$ cat src/rtl/pht_pkg.sv
// Shared types and helpers for the pattern history table port arbiter.
package pht_pkg;

  typedef logic [1:0] ctr_t;

  localparam ctr_t SNT = 2'd0;
  localparam ctr_t WNT = 2'd1;
  localparam ctr_t WT  = 2'd2;
  localparam ctr_t ST  = 2'd3;

  typedef enum logic {
    IDLE   = 1'b0,
    RMW_WR = 1'b1
  } arb_state_t;

  function automatic ctr_t sat_update(input ctr_t c, input logic taken);
    if (taken) return (c == ST)  ? ST  : ctr_t'(c + 2'd1);
    else       return (c == SNT) ? SNT : ctr_t'(c - 2'd1);
  endfunction

endpackage

$ cat src/rtl/pht_upd_fifo.sv
// Small update FIFO holding {index, taken} entries awaiting a table RMW.
module pht_upd_fifo #(
  parameter int DEPTH = 4,
  parameter int WIDTH = 11
) (
  input  logic             CLK,
  input  logic             RESET,
  input  logic             push,
  input  logic             pop,
  input  logic [WIDTH-1:0] wdata,
  output logic [WIDTH-1:0] rdata,
  output logic             full,
  output logic             empty
);

  localparam int PTR_W = $clog2(DEPTH);

  logic [WIDTH-1:0] mem [DEPTH];
  logic [PTR_W-1:0] wr_ptr, rd_ptr;
  logic [PTR_W:0]   count;

  assign rdata = mem[rd_ptr];
  assign full  = (count == (PTR_W+1)'(DEPTH));
  assign empty = (count == '0);

  // NOTE: storage has no reset; the pointers and count alone define which entries are live.
  always_ff @(posedge CLK) begin
    if (push) mem[wr_ptr] <= wdata;
  end

  // NOTE: state registers use non-blocking assignments so every flop samples pre-edge values.
  always_ff @(posedge CLK or negedge RESET) begin
    if (!RESET) begin
      wr_ptr <= '0;
      rd_ptr <= '0;
      count  <= '0;
    end else begin
      if (push) wr_ptr <= wr_ptr + 1'b1;
      if (pop)  rd_ptr <= rd_ptr + 1'b1;
      case ({push, pop})
        2'b10:   count <= count + 1'b1;
        2'b01:   count <= count - 1'b1;
        default: count <= count;
      endcase
    end
  end

endmodule

$ cat src/rtl/pht_port_arbiter.sv
// Single-port PHT sequencer: lookups by default, queued updates drained as two-cycle RMWs.
module pht_port_arbiter
  import pht_pkg::*;
#(
  parameter int IDX_W        = 10,
  parameter int DEPTH        = 4,
  parameter int STARVE_LIMIT = 8
) (
  input  logic             CLK,
  input  logic             RESET,
  input  logic             STALL,
  input  logic             lk_valid,
  input  logic [IDX_W-1:0] lk_index,
  output logic             lk_grant,
  output logic             lk_rvalid,
  output logic             lk_pred,
  input  logic             upd_valid,
  input  logic [IDX_W-1:0] upd_index,
  input  logic             upd_taken,
  output logic             upd_ready,
  output logic             tbl_en,
  output logic             tbl_we,
  output logic [IDX_W-1:0] tbl_addr,
  output logic [1:0]       tbl_wdata,
  input  logic [1:0]       tbl_rdata,
  output logic [15:0]      drop_count
);

  localparam int STV_W = $clog2(STARVE_LIMIT + 1);
  localparam logic [STV_W-1:0] STARVE_MAX = STV_W'(STARVE_LIMIT);

  arb_state_t       state, state_nxt;
  logic [STV_W-1:0] starve;
  logic             lk_req, force_rmw, start_rmw, pop;
  logic             grant, en, we;
  logic             fifo_full, fifo_empty;
  logic [IDX_W:0]   head;
  logic [IDX_W-1:0] head_index;
  logic             head_taken;

  assign head_index = head[IDX_W:1];
  assign head_taken = head[0];
  assign lk_req     = lk_valid & ~STALL;
  assign force_rmw  = fifo_full | (starve == STARVE_MAX);
  assign pop        = (state == RMW_WR);
  // The write cycle frees the head slot, so a full FIFO can still take an entry then.
  assign upd_ready  = ~fifo_full | pop;

  pht_upd_fifo #(
    .DEPTH (DEPTH),
    .WIDTH (IDX_W + 1)
  ) u_fifo (
    .CLK   (CLK),
    .RESET (RESET),
    .push  (upd_valid & upd_ready),
    .pop   (pop),
    .wdata ({upd_index, upd_taken}),
    .rdata (head),
    .full  (fifo_full),
    .empty (fifo_empty)
  );

  // NOTE: every combinational output gets a default first so no path leaves it unassigned (no latch).
  always_comb begin
    state_nxt = state;
    grant     = 1'b0;
    en        = 1'b0;
    we        = 1'b0;
    start_rmw = 1'b0;
    tbl_addr  = lk_index;
    tbl_wdata = SNT;
    case (state)
      IDLE: begin
        if (!fifo_empty && (!lk_req || force_rmw)) begin
          start_rmw = 1'b1;
          en        = 1'b1;
          tbl_addr  = head_index;
          state_nxt = RMW_WR;
        end else if (lk_req) begin
          grant = 1'b1;
          en    = 1'b1;
        end
      end
      RMW_WR: begin
        en        = 1'b1;
        we        = 1'b1;
        tbl_addr  = head_index;
        tbl_wdata = sat_update(tbl_rdata, head_taken);
        state_nxt = IDLE;
      end
      default: state_nxt = IDLE;
    endcase
  end

  // Port strobes are forced low while reset is asserted, even mid-RMW.
  assign lk_grant = grant & RESET;
  assign tbl_en   = en & RESET;
  assign tbl_we   = we & RESET;

  // Prediction comes straight from the SRAM output register, qualified by the registered valid.
  assign lk_pred  = lk_rvalid & tbl_rdata[1];

  always_ff @(posedge CLK or negedge RESET) begin
    if (!RESET) begin
      state      <= IDLE;
      starve     <= '0;
      lk_rvalid  <= 1'b0;
      drop_count <= '0;
    end else begin
      state     <= state_nxt;
      lk_rvalid <= grant;
      if (fifo_empty || start_rmw)
        starve <= '0;
      else if (grant && starve != STARVE_MAX)
        starve <= starve + 1'b1;
      if (lk_req && !grant && drop_count != 16'hFFFF)
        drop_count <= drop_count + 16'd1;
    end
  end

endmodule

$ cat config.mk
export PLATFORM = sky130hd
export DESIGN_NAME = pht_port_arbiter
export DESIGN_NICKNAME = d
export VERILOG_FILES = /design/src/rtl/pht_pkg.sv /design/src/rtl/pht_upd_fifo.sv /design/src/rtl/pht_port_arbiter.sv
export SDC_FILE = /design/constraint.sdc
export NUM_CORES = 1
export LEC_CHECK = 0
export ABC_AREA = 1
export CAP_MARGIN = 20
export CORE_ASPECT_RATIO = 1.5
export CORE_MARGIN = 2
export CORE_UTILIZATION = 56
export CTS_CLUSTER_DIAMETER = 40
export DETAILED_ROUTE_END_ITERATION = 6
export GPL_TIMING_DRIVEN = 0
export PLACE_DENSITY = 0.84
export REMOVE_ABC_BUFFERS = 1
export SYNTH_ARGS = -nofsm -noshare
export SYNTH_HDL_FRONTEND = slang
export SYNTH_SLANG_ARGS = --single-unit
$ cat constraint.sdc
create_clock -name CLK -period 4.28 [get_ports CLK]
set_input_delay 1.07 -clock CLK [delete_from_list [all_inputs] [get_ports CLK]]
set_output_delay 1.07 -clock CLK [all_outputs]
set_load 0.02 [all_outputs]
---- Yosys cells after proc, flatten, opt, wreduce, memory -nomap -nowiden ----
Memory sizes are Yosys's and may differ from the RTL's.
Index checks and enable logic that the tools add are counted.
operators by class
  equal/unequal tests ..................... 7
  mux-type cells .......................... 20
  add/subtract/negate cells ............... 8
  reductions and logical operators ........ 13
  bitwise gates (word level) .............. 11
operators by type and width
  kind                                                 count
  one-hot mux 10 bit (2 select lines)                  1
  adder 16 x 1 -> 16 bit, second input constant        1
  != test 16 bit, second input constant                1
  two-way mux 10 bit                                   1
  two-way mux 1 bit                                    9
  two-way mux 2 bit                                    4
  two-way mux 4 bit                                    2
  adder 2 x 1 -> 2 bit, second input constant          3
  AND 1 bit                                            6
  one-hot mux 3 bit (2 select lines)                   1
  adder 4 x 1 -> 4 bit, second input constant          1
  equality test 2 bit, second input constant           2
  equality test 4 bit, second input constant           1
  logical AND 1 bit                                    4
  != test 4 bit, second input constant                 1
  one-hot mux 1 bit (2 select lines)                   2
  nonzero test 2 bit                                   2
  adder 3 x 1 -> 3 bit, second input constant          1
  equality test 3 bit, second input constant           1
  zero test 1 bit                                      3
  zero test 3 bit                                      1
  NOT 1 bit                                            3
  subtractor 3 x 1 -> 3 bit, second input constant     1
  equality test 2 x 1 -> 1 bit, second input constant  1
  4 further kinds                                      6
word-level totals
  RAM bits ................................ 44
  logic and storage cells ................. 67
  input bits .............................. 28
  memories kept ........................... 1
  register bits ........................... 29
  output and inout port bits .............. 34
memory list
  memory      depth  bits a word  read ports  clocked after Yosys merged registers in  write ports  line                RTL
  u_fifo.mem  4      11           1           0                                        1            pht_upd_fifo.sv:18  logic [WIDTH-1:0] mem [DEPTH];

---- Logic depth before layout (Yosys ltp) ----
Gate-level depths: netlist of the first run.
  depth after elaboration ................. 10
  gate-level depth with buffers ........... 11
  depth with buffers taken out ............ 11

---- Cells and area by module ----
From an unflattened synthesis of the first run, not the netlist that was laid out.
unflattened totals
  cells, all modules ...................... 417
  area total of the unflattened synthesis .. 3782.4 um2
modules (own cells, without submodules)
  module            instances  cells each  area each (um2)  seq. area each (um2)
  pht_upd_fifo      1          177         2187.1           1496.4
  pht_port_arbiter  1          240         1595.3           550.5

---- Worst setup path after synthesis of the first run ----
OpenSTA, ideal clock, no wires.
  path type ............................... input -> output
  start point ............................. input lk_valid
  end point ............................... output tbl_addr[0]
  arrival ................................. 1.975 ns
  stages on the path ...................... 9
  data required time ...................... 3.210 ns
  buffers on the path ..................... 1
  path slack .............................. 1.235 ns
  cell sequence ........................... inv_1 nor2_2 nand3_1 nand2_2 nand2_4 buf_2 nand3_1 o21ai_0 inv_1
between the ends
  longest elaborated chain between the ends .. 6
ends and longest elaborated chain
  what                                 line                    RTL
  start, declared                      pht_port_arbiter.sv:12  input logic lk_valid,
  AND 1 bit                            pht_port_arbiter.sv:43  assign lk_req = lk_valid & ~STALL;
  zero test 1 bit                      pht_port_arbiter.sv:74  if (!fifo_empty && (!lk_req || force_rmw)) begin
  logical OR 1 bit                     pht_port_arbiter.sv:74
  logical AND 1 bit                    pht_port_arbiter.sv:74
  two-way mux 10 bit                   pht_port_arbiter.sv:74
  one-hot mux 10 bit (2 select lines)  pht_port_arbiter.sv:72  case (state)
  end, declared                        pht_port_arbiter.sv:23  output logic [IDX_W-1:0] tbl_addr,
No other way between the ends.

---- Worst setup path in the final report of the first run ----
  start point ............................. input lk_valid
  end point ............................... output tbl_addr[8]
The elaborated chain is that of the path after synthesis.

==> run summary, run 1 <==
Final Cycle Share = 0.948
Critical Path AT = 2990 ps
CP endpoint kind = output port
Worst Path Max Fanout = 24
Synth cell types = 26
grt total ovfl = 0
Initial Util = 0.585
Worst-path clk slew = 70 ps
placed cell areas = 4250 um^2
DR vias = 2722
Final Max Tran Viols = 0
top cells by area, synth = edfxtp_1, dfrtp_1, nand2_1
row count = 35
ys flop type = edfxtp_1
post-route cell area = 4460 um^2
Synth Area in Simple Gates = 0.231
Seq/Total Area, Yosys = 0.567
Antenna Cells = 0
share of flip-flops with an asynchronous set or reset = 0.397
clock buffer depth = 2
Synth Area in Compound Gates = 0.0593
Clock Power Share = 0.191
top cells by count, synth = nand2_1, nor2_1, edfxtp_1
EDFF count, synth = 44
PwrDens = 619 nW/um^2
DP Worst Slack = 135 ps
I/O Pins = 62
Leak = 1.92 nW
Cells after Synth = 383
synthesis-stage register bit count = 73
outcome = completed
setup violators final = 0
fmax = 247 MHz
Slew @ Worst Pin = 1060 ps
Worst Path Required = 3210 ps
max-cap violations = 0
synthesized cell area = 3610 um^2
Slew HR = 0.290
Pre-antenna DRT Iters = 4
sequential group share of total power = 0.384
sw frac = 0.391
VDD IR-drop max = 378 uV
Die Wd = 69.6 um
DP HPWL = 4800 um
mean post-synth cell area = 9.43 um^2
critical path type = input pin to output port
vias in the first global route = 2742
antenna-violating nets left = 0
largest family of logic cells by synthesized area = simple AND/OR/NAND/NOR gates
final setup margin = 224 ps
worst hold path class = flop to flop
Die Ht = 102 um
Yosys warning total = 0
most common cell in the netlist = nand2_1
share of cells above drive strength 1 = 0.0998
initial antenna violation count = 0
combinational cell fraction of total power = 0.425
Core Box Area = 6170 um^2
Hold Vio Cnt, Final = 0
mux cell area share after synthesis = 0
post-CTS setup buffer count = 0
# nets final = 483
RePlAce Congestion = 0.805
post-detailed-route wirelength per cell = 13.5 um
H-tree depth = 3
IO buf count = 61
Post-CTS Hold Buffers = 0
first-pass GRT wire length = 11700 um
RSZ-0062 raised after global routing = no
NetSw = 1.08 mW
Worst Skew = 7.89 ps
CTS Buf Count = 9
Area growth, synth to finish = 23.6%
clk root buf = clkbuf_8
drt total wl = 7100 um
All-Layer GR Usage = 0.211
Startpoint Class = input pin
largest net degree at the start of global routing = 32
post-CTS resize count = 0
Yosys top cell by area = edfxtp_1
Fillers = 458
setup_tns = 0 ps
clk sinks = 73
xor/xnor share of the synthesized area = 0.0509
Final Util = 0.723
area share of the largest cell type after synthesis = 0.366
remaining routing DRC violations = 0
total die area = 7120 um^2
Pint = 1.68 mW
Iteration-0 DRC Markers = 152
Adder-Cell Fraction of Synth Area = 0.0333
clk_lat worst skew = 330 ps
Vias/cell = 5.18
post-route minimum period = 4060 ps
CTS tree = yes
flip-flops by register name (all words and copies together), names as in the netlist:
register	count
drop_count	16
lk_rvalid	1
u_fifo.rd_ptr	2
u_fifo.count	3
u_fifo.mem	44
starve	4
u_fifo.wr_ptr	2
pop	1
through the flow:
stage	total power [mW]	cells	hold slack [ps]
floorplan	1.78	372	466
global placement	2.20	507	483
detailed placement	2.25	507	485
CTS	2.77	523	496
global route	2.97	525	521
finish	2.76	525	499
layout by cell type (no fill, tap or decap), types with 2 or more instances in the layout:
master and count:
o21ai_0 31, inv_1 37, nor2_2 4, clkbuf_8 10, o21ai_1 5, dfrtp_1 29, buf_4 2, nand3_2 2
xnor2_1 9, nand2_2 15, a21oi_1 5, inv_2 2, nand4_1 2, xor2_1 12, ha_1 8, edfxtp_1 44
nand3_1 23, nand2_1 72, nor2_4 3, clkdlybuf4s50_1 60, nor2_1 64, clkinv_1 2
final cells by class:
class,count,area (um^2),share of cell area
Sequential cell,73,2050,0.459
Multi-Input combinational cell,259,1360,0.304
Timing Repair Buffer,63,621,0.139
Inverter,40,150,0.0336
Clock buffer,11,141,0.0317
Tap cell,74,92.6,0.0207
Clock inverter,5,55.1,0.0123
cell families (layout without fill, tap and decap cells):
group                      Yosys count  after routing
and+or+nand+nor                    187            187
DFF                                 73             73
buffers and inverters               51            119
adders and majority gates            9              9
xor gates and xnor gates            21             21
AOI/OAI and AO/OA                   42             42
power groups by stage:
stage                     combinational (mW)  clock (mW)  sequential [mW]
after floorplan                        0.719           0             1.06
after global placement                  1.13           0             1.07
after detailed placement                1.17           0             1.08
after CTS                               1.18       0.535             1.06
after global routing                    1.32       0.565             1.08
final                                   1.17       0.528             1.06
final timing paths:
check / startpoint / endpoint / slack, ps / depth (start not counted)
max: lk_valid / tbl_addr[8] / 220 / 10
min in group asynchronous: RESET / starve[0] / 780 / 1
max reg2reg: pop / u_fifo.count[2] / 2040 / 9
max in group asynchronous: RESET / drop_count[5] / 3040 / 1
min: u_fifo.count[0] / u_fifo.count[0] / 500 / 1
min reg2reg: u_fifo.count[0] / u_fifo.count[0] / 500 / 1
worst max-delay path, stage by stage:
cell and delay, ps:
clkdlybuf4s50_1 450, inv_1 60, nor2_4 160, nand3_1 110, nand2_2 100, nand2_4 170
nand3_1 120, o21ai_0 90, inv_1 60, clkdlybuf4s50_1 590
metal layers:
| layer | global-route usage | vias up | share of wire |
|---|---|---|---|
| met4 | 0.0890 | 0 | 0.017 |
| li1 | - | 1362 | - |
| met3 | 0.0355 | 10 | 0.052 |
| met2 | 0.407 | 77 | 0.54 |
| met1 | 0.227 | 1273 | 0.39 |
| met5 | 0 | - | 0 |
Power figures use the tool's default switching activity.
==> run 2, diff against run 1 <==
--- a/config.mk
+++ b/config.mk
@@ -7,13 +7,15 @@
 export LEC_CHECK = 0
 export ABC_AREA = 1
 export CAP_MARGIN = 20
+export CELL_PAD_IN_SITES_DETAIL_PLACEMENT = 0
+export CELL_PAD_IN_SITES_GLOBAL_PLACEMENT = 2
 export CORE_ASPECT_RATIO = 1.5
 export CORE_MARGIN = 2
-export CORE_UTILIZATION = 56
+export CORE_UTILIZATION = 35
 export CTS_CLUSTER_DIAMETER = 40
 export DETAILED_ROUTE_END_ITERATION = 6
 export GPL_TIMING_DRIVEN = 0
-export PLACE_DENSITY = 0.84
+export PLACE_DENSITY_LB_ADDON = 0.1
 export REMOVE_ABC_BUFFERS = 1
 export SYNTH_ARGS = -nofsm -noshare
 export SYNTH_HDL_FRONTEND = slang
==> run 2 against run 1 <==
  * Setup slack worse by 64 ps
  * Combinational power about the same
  * Critical path depth did not move
  * Total power up 8.6%
  * Design area is 4.2% higher
  * Count of clock-buffer cells in the layout grew 1
  * Final cell count rose by 8.6%
  * Via count down 3.4%
  * Clock power grew 42%
  * Sequential cell count did not move
  * Register-to-register slack barely moved
==> run summary, run 2 (synthesis results as in run 1) <==
outcome = completed
clk_lat worst skew = 340 ps
Pwr Total = 3.00 mW
Startpoint Class = input pin
H-tree depth = 3
RSZ-0062 raised after global routing = no
All-Layer GR Usage = 0.152
Final Cycle Share = 0.963
Antenna Cells = 0
NetSw = 1.12 mW
IO buf count = 61
final setup margin = 160 ps
setup violators final = 0
Hold Vio Cnt, Final = 0
sequential group share of total power = 0.356
Iteration-0 DRC Markers = 67
post-route minimum period = 4120 ps
DR vias = 2629
CP endpoint kind = output port
clk root buf = clkbuf_16
most frequent cells in the layout = nand2_1, nor2_1, clkdlybuf4s50_1
post-CTS resize count = 0
Slew HR = 0.418
post-detailed-route wirelength per cell = 13.8 um
most common cell after layout, fill and taps aside = nand2_1
worst hold path class = flop to flop
Die Wd = 86.9 um
Core Box Area = 10100 um^2
clock buffer depth = 2
Critical Path AT = 3050 ps
Worst Skew = 6.61 ps
share of cells above drive strength 1 = 0.104
first-pass GRT wire length = 12600 um
largest net degree at the start of global routing = 32
Worst Path Max Fanout = 24
DP Worst Slack = 64.8 ps
Fillers = 963
RePlAce Congestion = 0.765
Pint = 1.88 mW
sw frac = 0.374
Initial Util = 0.358
RR Startpoint = pop
Top reg by flops = u_fifo.mem
Critical Path Start = lk_valid
PwrDens = 645 nW/um^2
Leak = 1.98 nW
grt total ovfl = 0
Die Ht = 128 um
Area growth, synth to finish = 28.8%
Multi-input gate area = 1360 um^2
Worst-path clk slew = 50 ps
Final Max Tran Viols = 0
Largest register FFs = 44
DP HPWL = 5390 um
fmax = 243 MHz
Slew @ Worst Pin = 873 ps
# nets final = 485
combinational cell fraction of total power = 0.393
post-CTS setup buffer count = 0
dpl cells = 553
Worst Path Required = 3210 ps
Post-CTS Hold Buffers = 0
clk sinks = 73
max-cap violations = 0
Clock Power Share = 0.250
remaining routing DRC violations = 0
total die area = 11200 um^2
I/O Pins = 62
Register Area = 2050 um^2
min-delay src = u_fifo.count[0]
critical path type = input pin to output port
CTS Buf Count = 9
CTS tree = yes
antenna-violating nets left = 0
Vias/cell = 4.61
vias in the first global route = 2518
drt total wl = 7840 um
VDD IR-drop max = 227 uV
row count = 45
Pre-antenna DRT Iters = 4
initial antenna violation count = 0
largest registers = u_fifo.mem: 44 flops, drop_count: 16 flops, starve: 4 flops
Cell Count, Final, Fillers Out = 570
==> run 2: changes by cell type in the layout (fill, tap and decap cells not counted), moves of 2 or more <==
cell	delta
buf_6	+4
clkbuf_16	+9
buf_4	-2
clkbuf_8	-9
==> run 2: area by class of cell <==
cell class                      count  share of cell area
Clock buffer                       12              0.0530
Timing Repair Buffer               65               0.140
Inverter                           40              0.0323
Multi-Input combinational cell    259               0.292
Tap cell                          117              0.0315
Clock inverter                      4              0.0116
Sequential cell                    73               0.440
==> run 2: critical path: stages <==
cell	delay, ps
clkdlybuf4s50_1	450
inv_1	60
nor2_4	160
nand3_1	110
nand2_2	90
nand2_4	190
inv_1	100
nand2_1	70
nor2_1	120
clkdlybuf4s50_1	620
==> run 2: power groups by stage <==
stage / Sequential, mW / Combinational, mW / Clock (mW)
after floorplan: 1.06 / 0.719 / 0
after global placement: 1.08 / 1.17 / 0
after detailed placement: 1.09 / 1.19 / 0
after CTS: 1.07 / 1.20 / 0.765
after global routing: 1.09 / 1.34 / 0.801
final: 1.07 / 1.18 / 0.751
==> run 2: metrics by stage <==
| stage | instance area (um^2) | setup TNS (ps) | utilization | hold WS [ps] |
|---|---|---|---|---|
| after floorplan | 3550 | 0 | - | 466 |
| after global placement | 4310 | -1130 | 0.427 | 484 |
| after detailed placement | 4330 | 0 | 0.430 | 494 |
| after CTS | 4630 | 0 | 0.460 | 501 |
| after global routing | 4650 | 0 | 0.461 | 545 |
| final | 4650 | 0 | 0.461 | 499 |
==> run 2: worst paths after layout <==
kind	depth (start not counted)	slack [ps]	endpoint
worst max-delay path	10	160	lk_grant
worst min-delay path	1	500	u_fifo.count[0]
worst min register to register	1	500	u_fifo.count[0]
max in group asynchronous	1	3020	u_fifo.rd_ptr[0]
min in group asynchronous	1	780	drop_count[1]
worst max register to register	9	2040	u_fifo.count[2]
==> run 2: routing by layer <==
metal | track usage | up-vias | wire (um) | share of wire
li1 | - | 1363 | - | -
met1 | 0.168 | 1212 | 3130 | 0.40
met2 | 0.273 | 47 | 4270 | 0.54
met5 | 0 | - | 0 | 0
met4 | 0.0579 | 0 | 137 | 0.017
met3 | 0.0417 | 7 | 296 | 0.038
==> run 3, diff against run 2 <==
--- a/config.mk
+++ b/config.mk
@@ -17,6 +17,7 @@
 export GPL_TIMING_DRIVEN = 0
 export PLACE_DENSITY_LB_ADDON = 0.1
 export REMOVE_ABC_BUFFERS = 1
+export SLEW_MARGIN = 30
 export SYNTH_ARGS = -nofsm -noshare
 export SYNTH_HDL_FRONTEND = slang
 export SYNTH_SLANG_ARGS = --single-unit
==> run 3 against run 2 <==
  * Non-clock buffer count shrank 3
  * Final cell count down 0.53%
  * Critical path depth unchanged
  * Combinational power about the same
  * Critical endpoint unchanged
==> run summary, run 3 (synthesis results as in run 1) <==
DR vias = 2594
grt total ovfl = 0
combinational cell fraction of total power = 0.400
antenna-violating nets left = 0
VDD IR-drop max = 223 uV
H-tree depth = 3
first-pass GRT wire length = 12400 um
FF-to-FF setup slack = 2000 ps
setup violators final = 0
largest registers = u_fifo.mem: 44 flops, drop_count: 16 flops, starve: 4 flops
clk sinks = 73
RR Startpoint = pop
worst hold margin = 499 ps
R2R Path End = u_fifo.count[2]
clock buffer depth = 2
Die Wd = 86.9 um
setup_tns = 0 ps
Area growth, synth to finish = 27.9%
Top reg by flops = u_fifo.mem
drt total wl = 7720 um
remaining routing DRC violations = 0
# nets final = 482
outcome = completed
I/O Pins = 62
clk root buf = clkbuf_16
Vias/cell = 4.57
critical path type = input pin to output port
Critical Path Start = lk_valid
most common cell after layout, fill and taps aside = nand2_1
row count = 45
Leak = 1.96 nW
fmax = 243 MHz
total die area = 11200 um^2
IO buf count = 61
Core Box Area = 10100 um^2
most frequent cells in the layout = nand2_1, nor2_1, clkdlybuf4s50_1
Worst Path Max Fanout = 24
DP HPWL = 5330 um
Pint = 1.80 mW
worst hold path class = flop to flop
Slew @ Worst Pin = 871 ps
vias in the first global route = 2462
initial antenna violation count = 0
Final Util = 0.458
Hold Vio Cnt, Final = 0
Worst Path Required = 3210 ps
Pre-antenna DRT Iters = 4
largest net degree at the start of global routing = 26
Clock Power Share = 0.233
PwrDens = 630 nW/um^2
min-delay src = u_fifo.count[0]
post-route minimum period = 4120 ps
Initial Util = 0.358
Startpoint Class = input pin
WHS Path Cells = 1
post-detailed-route wirelength per cell = 13.6 um
max-cap violations = 0
Die Ht = 128 um
Iteration-0 DRC Markers = 81
CTS Buf Count = 9
Antenna Cells = 0
RSZ-0062 raised after global routing = no
R2R cell count = 9
sw frac = 0.381
hold endpoint = u_fifo.count[0]
All-Layer GR Usage = 0.148
Largest register FFs = 44
Critical Path AT = 3050 ps
sequential group share of total power = 0.367
Final Cycle Share = 0.962
RePlAce Congestion = 0.765
clk_lat worst skew = 330 ps
Final Max Tran Viols = 0
Worst Skew = 4.97 ps
CP endpoint kind = output port
CTS tree = yes
share of cells above drive strength 1 = 0.109
Pwr Total = 2.91 mW
NetSw = 1.11 mW
Worst-path clk slew = 50 ps
Slew HR = 0.419
[run 3: critical path: stages]
cell and delay [ps]:
clkdlybuf4s50_1 460, inv_1 60, nor2_4 160, nand3_1 110, nand2_2 100, nand2_4 170, inv_1 100, nand2_1 70
nor2_1 130, clkdlybuf4s50_1 630
[run 3: layout make-up]
type	count	area, um^2
repair buffers	62	633
clock inverters	5	32.5
flip-flops and latches	73	2050
fillers	971	5460
inverters	40	150
well taps	117	146
clock buffers	11	243
multi-input cells	259	1370
[run 3: worst max-delay path by stage]
| stage | end | slack (ps) | cells after the start |
|---|---|---|---|
| after floorplan | lk_grant | 1190 | 8 |
| after global placement | tbl_en | -430 | 4 |
| after detailed placement | lk_grant | 60 | 10 |
| after CTS | lk_grant | 40 | 10 |
| after global routing | lk_grant | 20 | 10 |
| final | lk_grant | 160 | 10 |
[run 3: metal layers]
layer,track usage,share of wire
met5,0,0
met4,0.0607,0.017
met3,0.0314,0.037
met2,0.260,0.53
met1,0.174,0.41
[run 3: repair_timing]
item | in CTS | in global routing
hold buffers | 0 | 0
resized for setup | 0 | 1
endpoints found under the setup margin | 0 | 10
buffers inserted | 0 | 0
[run 3: power groups by stage]
stage	combinational [mW]	sequential, mW	clock [mW]
3_5_place_dp	1.19	1.08	0
4_1_cts	1.19	1.07	0.705
6_report	1.16	1.07	0.679
5_1_grt	1.31	1.09	0.740
2_1_floorplan	0.719	1.06	0
3_3_place_gp	1.17	1.08	0
[run 3: stage by stage]
stage,worst slack (ps),cells,instance area [um^2]
after floorplan,1190,372,3550
after global placement,-429,550,4310
after detailed placement,61.4,551,4340
after CTS,45.0,567,4610
after global routing,15.5,567,4620
final,163,567,4620
